File: config.mk
export PLATFORM = sky130hd
export DESIGN_NAME = hazard_stall_controller
export DESIGN_NICKNAME = d
export VERILOG_FILES = /design/src/rtl/hazard_stall_controller.sv
export SDC_FILE = /design/constraint.sdc
export NUM_CORES = 1
export LEC_CHECK = 0
export ABC_AREA = 1
export BUFFER_PORTS_ARGS = -buffer_cell sky130_fd_sc_hd__buf_2
export CAP_MARGIN = 25
export CORE_ASPECT_RATIO = 0.75
export CORE_MARGIN = 2
export CORE_UTILIZATION = 44
export DETAILED_ROUTE_END_ITERATION = 16
export PLACE_DENSITY = 0.85
export RECOVER_POWER = 100
export REMOVE_ABC_BUFFERS = 1
export SETUP_SLACK_MARGIN = 0.3
export SLEW_MARGIN = 20
export SYNTH_ARGS = -nofsm -noshare
export SYNTH_HDL_FRONTEND = slang
export SYNTH_SLANG_ARGS = --single-unit
File: constraint.sdc
create_clock -name Clk -period 1.58 [get_ports Clk]
set_input_delay 0.158 -clock Clk [delete_from_list [all_inputs] [get_ports Clk]]
set_output_delay 0.158 -clock Clk [all_outputs]
set_load 0.005 [all_outputs]
File: src/rtl/hazard_stall_controller.sv
// Pipeline stall sequencer for the five-stage MIPS core: load-use and ID-branch
// operand hazards, data-memory freeze, IF flush on redirect, and a stall-cycle counter.
module hazard_stall_controller #(
    parameter int REG_W = 5,
    parameter int CNT_W = 16
) (
    input  logic             Clk,
    input  logic             Rst,
    input  logic [REG_W-1:0] RsID,
    input  logic [REG_W-1:0] RtID,
    input  logic             UsesRs,
    input  logic             UsesRt,
    input  logic             IDBranch,
    input  logic             BranchTaken,
    input  logic [REG_W-1:0] EXDest,
    input  logic [REG_W-1:0] MEMDest,
    input  logic             EXRegWrite,
    input  logic             MEMRegWrite,
    input  logic [1:0]       EXMemRead,
    input  logic [1:0]       MEMMemRead,
    input  logic             MemBusy,
    output logic             PCWrite,
    output logic             IFIDWrite,
    output logic             IDStall,
    output logic             PipeEn,
    output logic             IFFlush,
    output logic [CNT_W-1:0] StallCycles
);

    typedef enum logic [1:0] {RUN, STALL, FREEZE} state_t;

    state_t state, state_n;
    logic   remain, remain_n;
    logic   ret, ret_n;       // 1: freeze was entered from STALL
    logic   in_stall;

    logic hit_ex_rs, hit_ex_rt, hit_mem_rs, hit_mem_rt;
    logic hit_ex, hit_mem, ex_load, mem_load;
    logic [1:0] need;

    assign hit_ex_rs  = UsesRs && (RsID != '0) && (RsID == EXDest)  && EXRegWrite;
    assign hit_ex_rt  = UsesRt && (RtID != '0) && (RtID == EXDest)  && EXRegWrite;
    assign hit_mem_rs = UsesRs && (RsID != '0) && (RsID == MEMDest) && MEMRegWrite;
    assign hit_mem_rt = UsesRt && (RtID != '0) && (RtID == MEMDest) && MEMRegWrite;
    assign hit_ex     = hit_ex_rs  || hit_ex_rt;
    assign hit_mem    = hit_mem_rs || hit_mem_rt;
    assign ex_load    = |EXMemRead;
    assign mem_load   = |MEMMemRead;

    always_comb begin
        need = 2'd0;
        if (IDBranch && hit_ex && ex_load)
            need = 2'd2;
        else if ((ex_load && hit_ex) || (IDBranch && hit_ex) || (IDBranch && hit_mem && mem_load))
            need = 2'd1;
    end

    // A FREEZE cycle with MemBusy low already behaves as the saved state, so a
    // busy window of N cycles costs exactly N disabled cycles.
    always_comb begin
        PCWrite   = 1'b1;
        IFIDWrite = 1'b1;
        IDStall   = 1'b0;
        PipeEn    = 1'b1;
        IFFlush   = 1'b0;
        state_n   = state;
        remain_n  = remain;
        ret_n     = ret;
        in_stall  = (state == STALL) || ((state == FREEZE) && ret);

        if (MemBusy) begin
            PCWrite   = 1'b0;
            IFIDWrite = 1'b0;
            PipeEn    = 1'b0;
            state_n   = FREEZE;
            ret_n     = in_stall;
        end else if (in_stall) begin
            PCWrite   = 1'b0;
            IFIDWrite = 1'b0;
            IDStall   = 1'b1;
            // STALL is only ever entered with remain=1, so one cycle finishes it
            state_n   = RUN;
            remain_n  = 1'b0;
        end else if (need != 2'd0) begin
            PCWrite   = 1'b0;
            IFIDWrite = 1'b0;
            IDStall   = 1'b1;
            state_n   = (need == 2'd2) ? STALL : RUN;
            remain_n  = (need == 2'd2);
        end else begin
            IFFlush   = BranchTaken;
            state_n   = RUN;
        end

        if (Rst) begin
            PCWrite   = 1'b1;
            IFIDWrite = 1'b1;
            IDStall   = 1'b0;
            PipeEn    = 1'b1;
            IFFlush   = 1'b0;
        end
    end

    always_ff @(posedge Clk) begin
        if (Rst) begin
            state       <= RUN;
            remain      <= 1'b0;
            ret         <= 1'b0;
            StallCycles <= '0;
        end else begin
            state  <= state_n;
            remain <= remain_n;
            ret    <= ret_n;
            if (IDStall && (StallCycles != {CNT_W{1'b1}}))
                StallCycles <= StallCycles + 1'b1;
        end
    end

endmodule
==> results by group <==
Setup path
  – Slowest stage cell, crit path: dfxtp_2
  – Worst R2R Start: StallCycles[0]$_SDFFE_PP0P_
  – Crit path capture type: flop
  – CP startpoint kind: flop
  – Slowest stage delay, CP: 360 ps
  – Critical path type: reg2reg
  – WP data required: 1740 ps
  – CP startpoint: StallCycles[0]$_SDFFE_PP0P_
  – Crit path DAT: 1710 ps
  – CP Cell Sequence: ha_4 -> nand2_4 -> nor2_4 -> nand2_2 -> nor2_4 -> nand2_4 -> buf_6 -> nand3_4 -> nand2_1 -> nand2_1 -> nor2_1
  – Maximum fanout along the worst path: 8

Floorplan
  – Die width: 70.8 um
  – Core area: 3240 sq um
  – IO Pins: 54
  – Die H: 54.1 um
  – Core Rows: 18
  – Starting Density: 45.4%
  – Die ar.: about 3800 sq um

Clock network
  – CTS tree: built
  – Max Buffers Root-to-Sink: 2
  – Clock transition at the registers of the reported paths: 80 ps
  – H-tree levels: 1
  – Hold_buf cts: 0
  – Worst skew pair latency: roughly 270 ps
  – Num CTS Buffers: 3
  – Clk sinks: 19
  – Root buf cell: clkbuf_8

Timing
  – TNS Setup: 0 ps
  – Final hold vios: 0
  – Post-layout minimum cycle time: 1560 ps
  – Max_slew headroom: 64.2%
  – Fmax: roughly 640 MHz
  – Worst Skew: 4.45 ps
  – RSZ-0062 raised after global routing: yes
  – Hold WS: 155 ps
  – Final slew viol count: 0
  – Slew @ Worst Pin: 535 ps
  – Final Cycle Share: 98.4%
  – # setup viols final: 0

Global route
  – Initial antenna violation count: 0
  – GRT overflow: 0
  – First-pass GRT wire length: 7.53 mm
  – Pin count of the biggest net entering global routing: 16
  – Vias in the first global route: 1,688
  – Total GRT Usage: approximately 25%

Synth
  – Post-synth cell types: 22
  – Dominant cell type by area after synthesis: dfxtp_1
  – Number of synthesis warnings: 0
  – Post-synthesis compound-gate area fraction: approximately 6.6%
  – Mux share of post-synthesis cell area: 0%
  – Netlist Area Pre-Place: 1470 sq um
  – Syn Area/Cell: 6.43 sq um
  – Yosys reg bits: 19
  – Main combinational cell family by area after synthesis: simple AND/OR/NAND/NOR gates
  – Largest cells by area after synthesis: dfxtp_1, nand2_1, xnor2_1
  – Top cell type's share of synthesized area: 25.9%
  – Syn Inst Count: 229
  – Post-synthesis simple-gate area fraction: 39.5%
  – Seq/Total Area, Yosys: between 20% and 30%
  – Post-Synth Adder-Cell Area: less than 1%
  – XOR/XNOR share of the synthesized area: 16.7%

Place
  – DP Wirelength: 3.10 mm
  – Placer Congestion: 0.913
  – I/O Buffers: 53
  – Inst Count DP: 328

Worst hold path
  – Worst hold-check path type: in2reg
  – Min-Delay Startpoint: IDBranch

Power
  – P per Cell Area: 462 nW/um^2
  – Clock power frac: 34.1%
  – Final Power: 1.04 mW
  – Int Pwr: 0.748 mW
  – Maximum VDD drop: approximately 0.32 mV
  – Switching pwr: 0.292 mW
  – Leakage: between 1 and 1.5 nW
  – Sequential power share: 46.1%
  – Combinational Power Share: 19.7%
  – Sw frac: between 20% and 30%

Cells and area
  – Inserted Diodes: 0
  – Final core occ: 69.4%
  – Non-filler cells, final: 345
  – Filler instances: 236
  – Reg area: 399 sq um
  – Multi-input logic area: 1120 sq um
  – Area Growth Syn to Fin: 53.1%
  – Share of cells above drive strength 1: between 40% and 50%
  – Fin nets: 340

Drt
  – Drt wl/cell: 15.9 um
  – Vias post-DR: 1,962
  – First-pass DRT Iterations: 5
  – DR iter-0 viols: between 200 and 250
  – Total Routed Length: 5.49 mm
  – Via density: between 5 and 6
  – # DRC: 0
  – Final ANT Viol Nets: 0

Status
  – Outcome: completed

Job
  – Number of max-cap violations: 0
critical path, delay by kind of cell, from the launching register on:
kind / cells / cell delay (ps)
adders and majority gates: 1 / 150
and+or+nand+nor: 9 / 780
buffers and inverters: 1 / 150
DFF: 1 / 360
flip-flops by register name (all words and copies together), names as in the netlist:
name and cells:
StallCycles 16, state 2, ret 1
final timing paths:
kind                                        to  slack [ps]  cells past startpoint
hold reg to reg   StallCycles[11]$_SDFFE_PP0P_         510                      2
setup reg to reg   StallCycles[0]$_SDFFE_PP0P_          20                     11
setup / recovery   StallCycles[0]$_SDFFE_PP0P_          20                     11
hold / removal             state[0]$_SDFF_PP0_         150                      3
Yosys cell counts (all sizes together):
cell     n
nor3     3
nand3   14
a21o     1
nand4   18
o211a    1
xor2    14
nand2   62
clkbuf   5
nor2    29
a21oi   14
nor4     2
dfxtp   19
ha       1
inv     25
buf      4
nand3b   1
o21ai    2
xnor2   14
power groups by stage:
stage | Clock, mW | Sequential (mW) | Combinational, mW
4_1_cts | 0.345 | 0.481 | 0.178
6_report | 0.355 | 0.480 | 0.205
5_1_grt | 0.373 | 0.480 | 0.226
3_3_place_gp | 0 | 0.492 | 0.168
3_5_place_dp | 0 | 0.492 | 0.171
2_1_floorplan | 0 | 0.493 | 0.0792
per-stage QoR:
step	setup WS [ps]	area (sq um)
after detailed placement	-66.3	1840
after global routing	-53.8	2250
after CTS	117	2080
final	24.8	2250
after global placement	15.5	1840
after floorplan	-76.4	1410
layer usage:
layer	wire length [um]	GRT usage, %
met5	0	0
met4	244	9.12
met3	481	4.68
met2	2660	42.5
met1	2110	31.7
cell families (layout without fill, tap and decap cells):
kind of cell	count (synthesis)	after routing
simple gates	129	130
compound gates	18	18
xor+xnor	28	28
buf+inv	34	109
flops	19	19
fa+ha+maj	1	1
cell usage in the layout, fill, tap and decap left out, types with 2 or more instances in the layout:
| cell | Yosys | final |
|---|---|---|
| xnor2_2 | 0 | 2 |
| a21oi_2 | 0 | 4 |
| buf_6 | 3 | 5 |
| buf_4 | 1 | 24 |
| nand4_1 | 18 | 18 |
| nor3_1 | 3 | 2 |
| nor2_4 | 0 | 3 |
| nand2_2 | 3 | 10 |
| inv_2 | 0 | 6 |
| nand2_4 | 0 | 2 |
| nor2_1 | 27 | 19 |
| inv_1 | 25 | 19 |
| nand3_4 | 0 | 4 |
| dfxtp_2 | 0 | 12 |
| xor2_1 | 14 | 14 |
| clkbuf_8 | 0 | 3 |
| dfxtp_1 | 19 | 6 |
| a21oi_1 | 14 | 10 |
| nor2_2 | 2 | 7 |
| nand3_2 | 2 | 2 |
| nand2_1 | 59 | 50 |
| xnor2_1 | 14 | 12 |
| nand3_1 | 12 | 9 |
| buf_2 | 0 | 48 |
final cells by class:
type                            count  share of cell area (%)
Sequential cell                    19                    17.7
Multi-Input combinational cell    177                    49.9
Clock inverter                      1                   0.222
Clock buffer                        3                    1.83
Tap cell                           40                    2.22
Timing Repair Buffer               80                    23.9
Inverter                           25                    4.17
what timing repair did:
action	4_1_cts	5_1_grt
pin swaps	7	15
cloned	2	0
setup buffers	6	5
setup endpoints to repair	20	20
gates resized for setup	30	45
(Power assumes the default switching activity.)
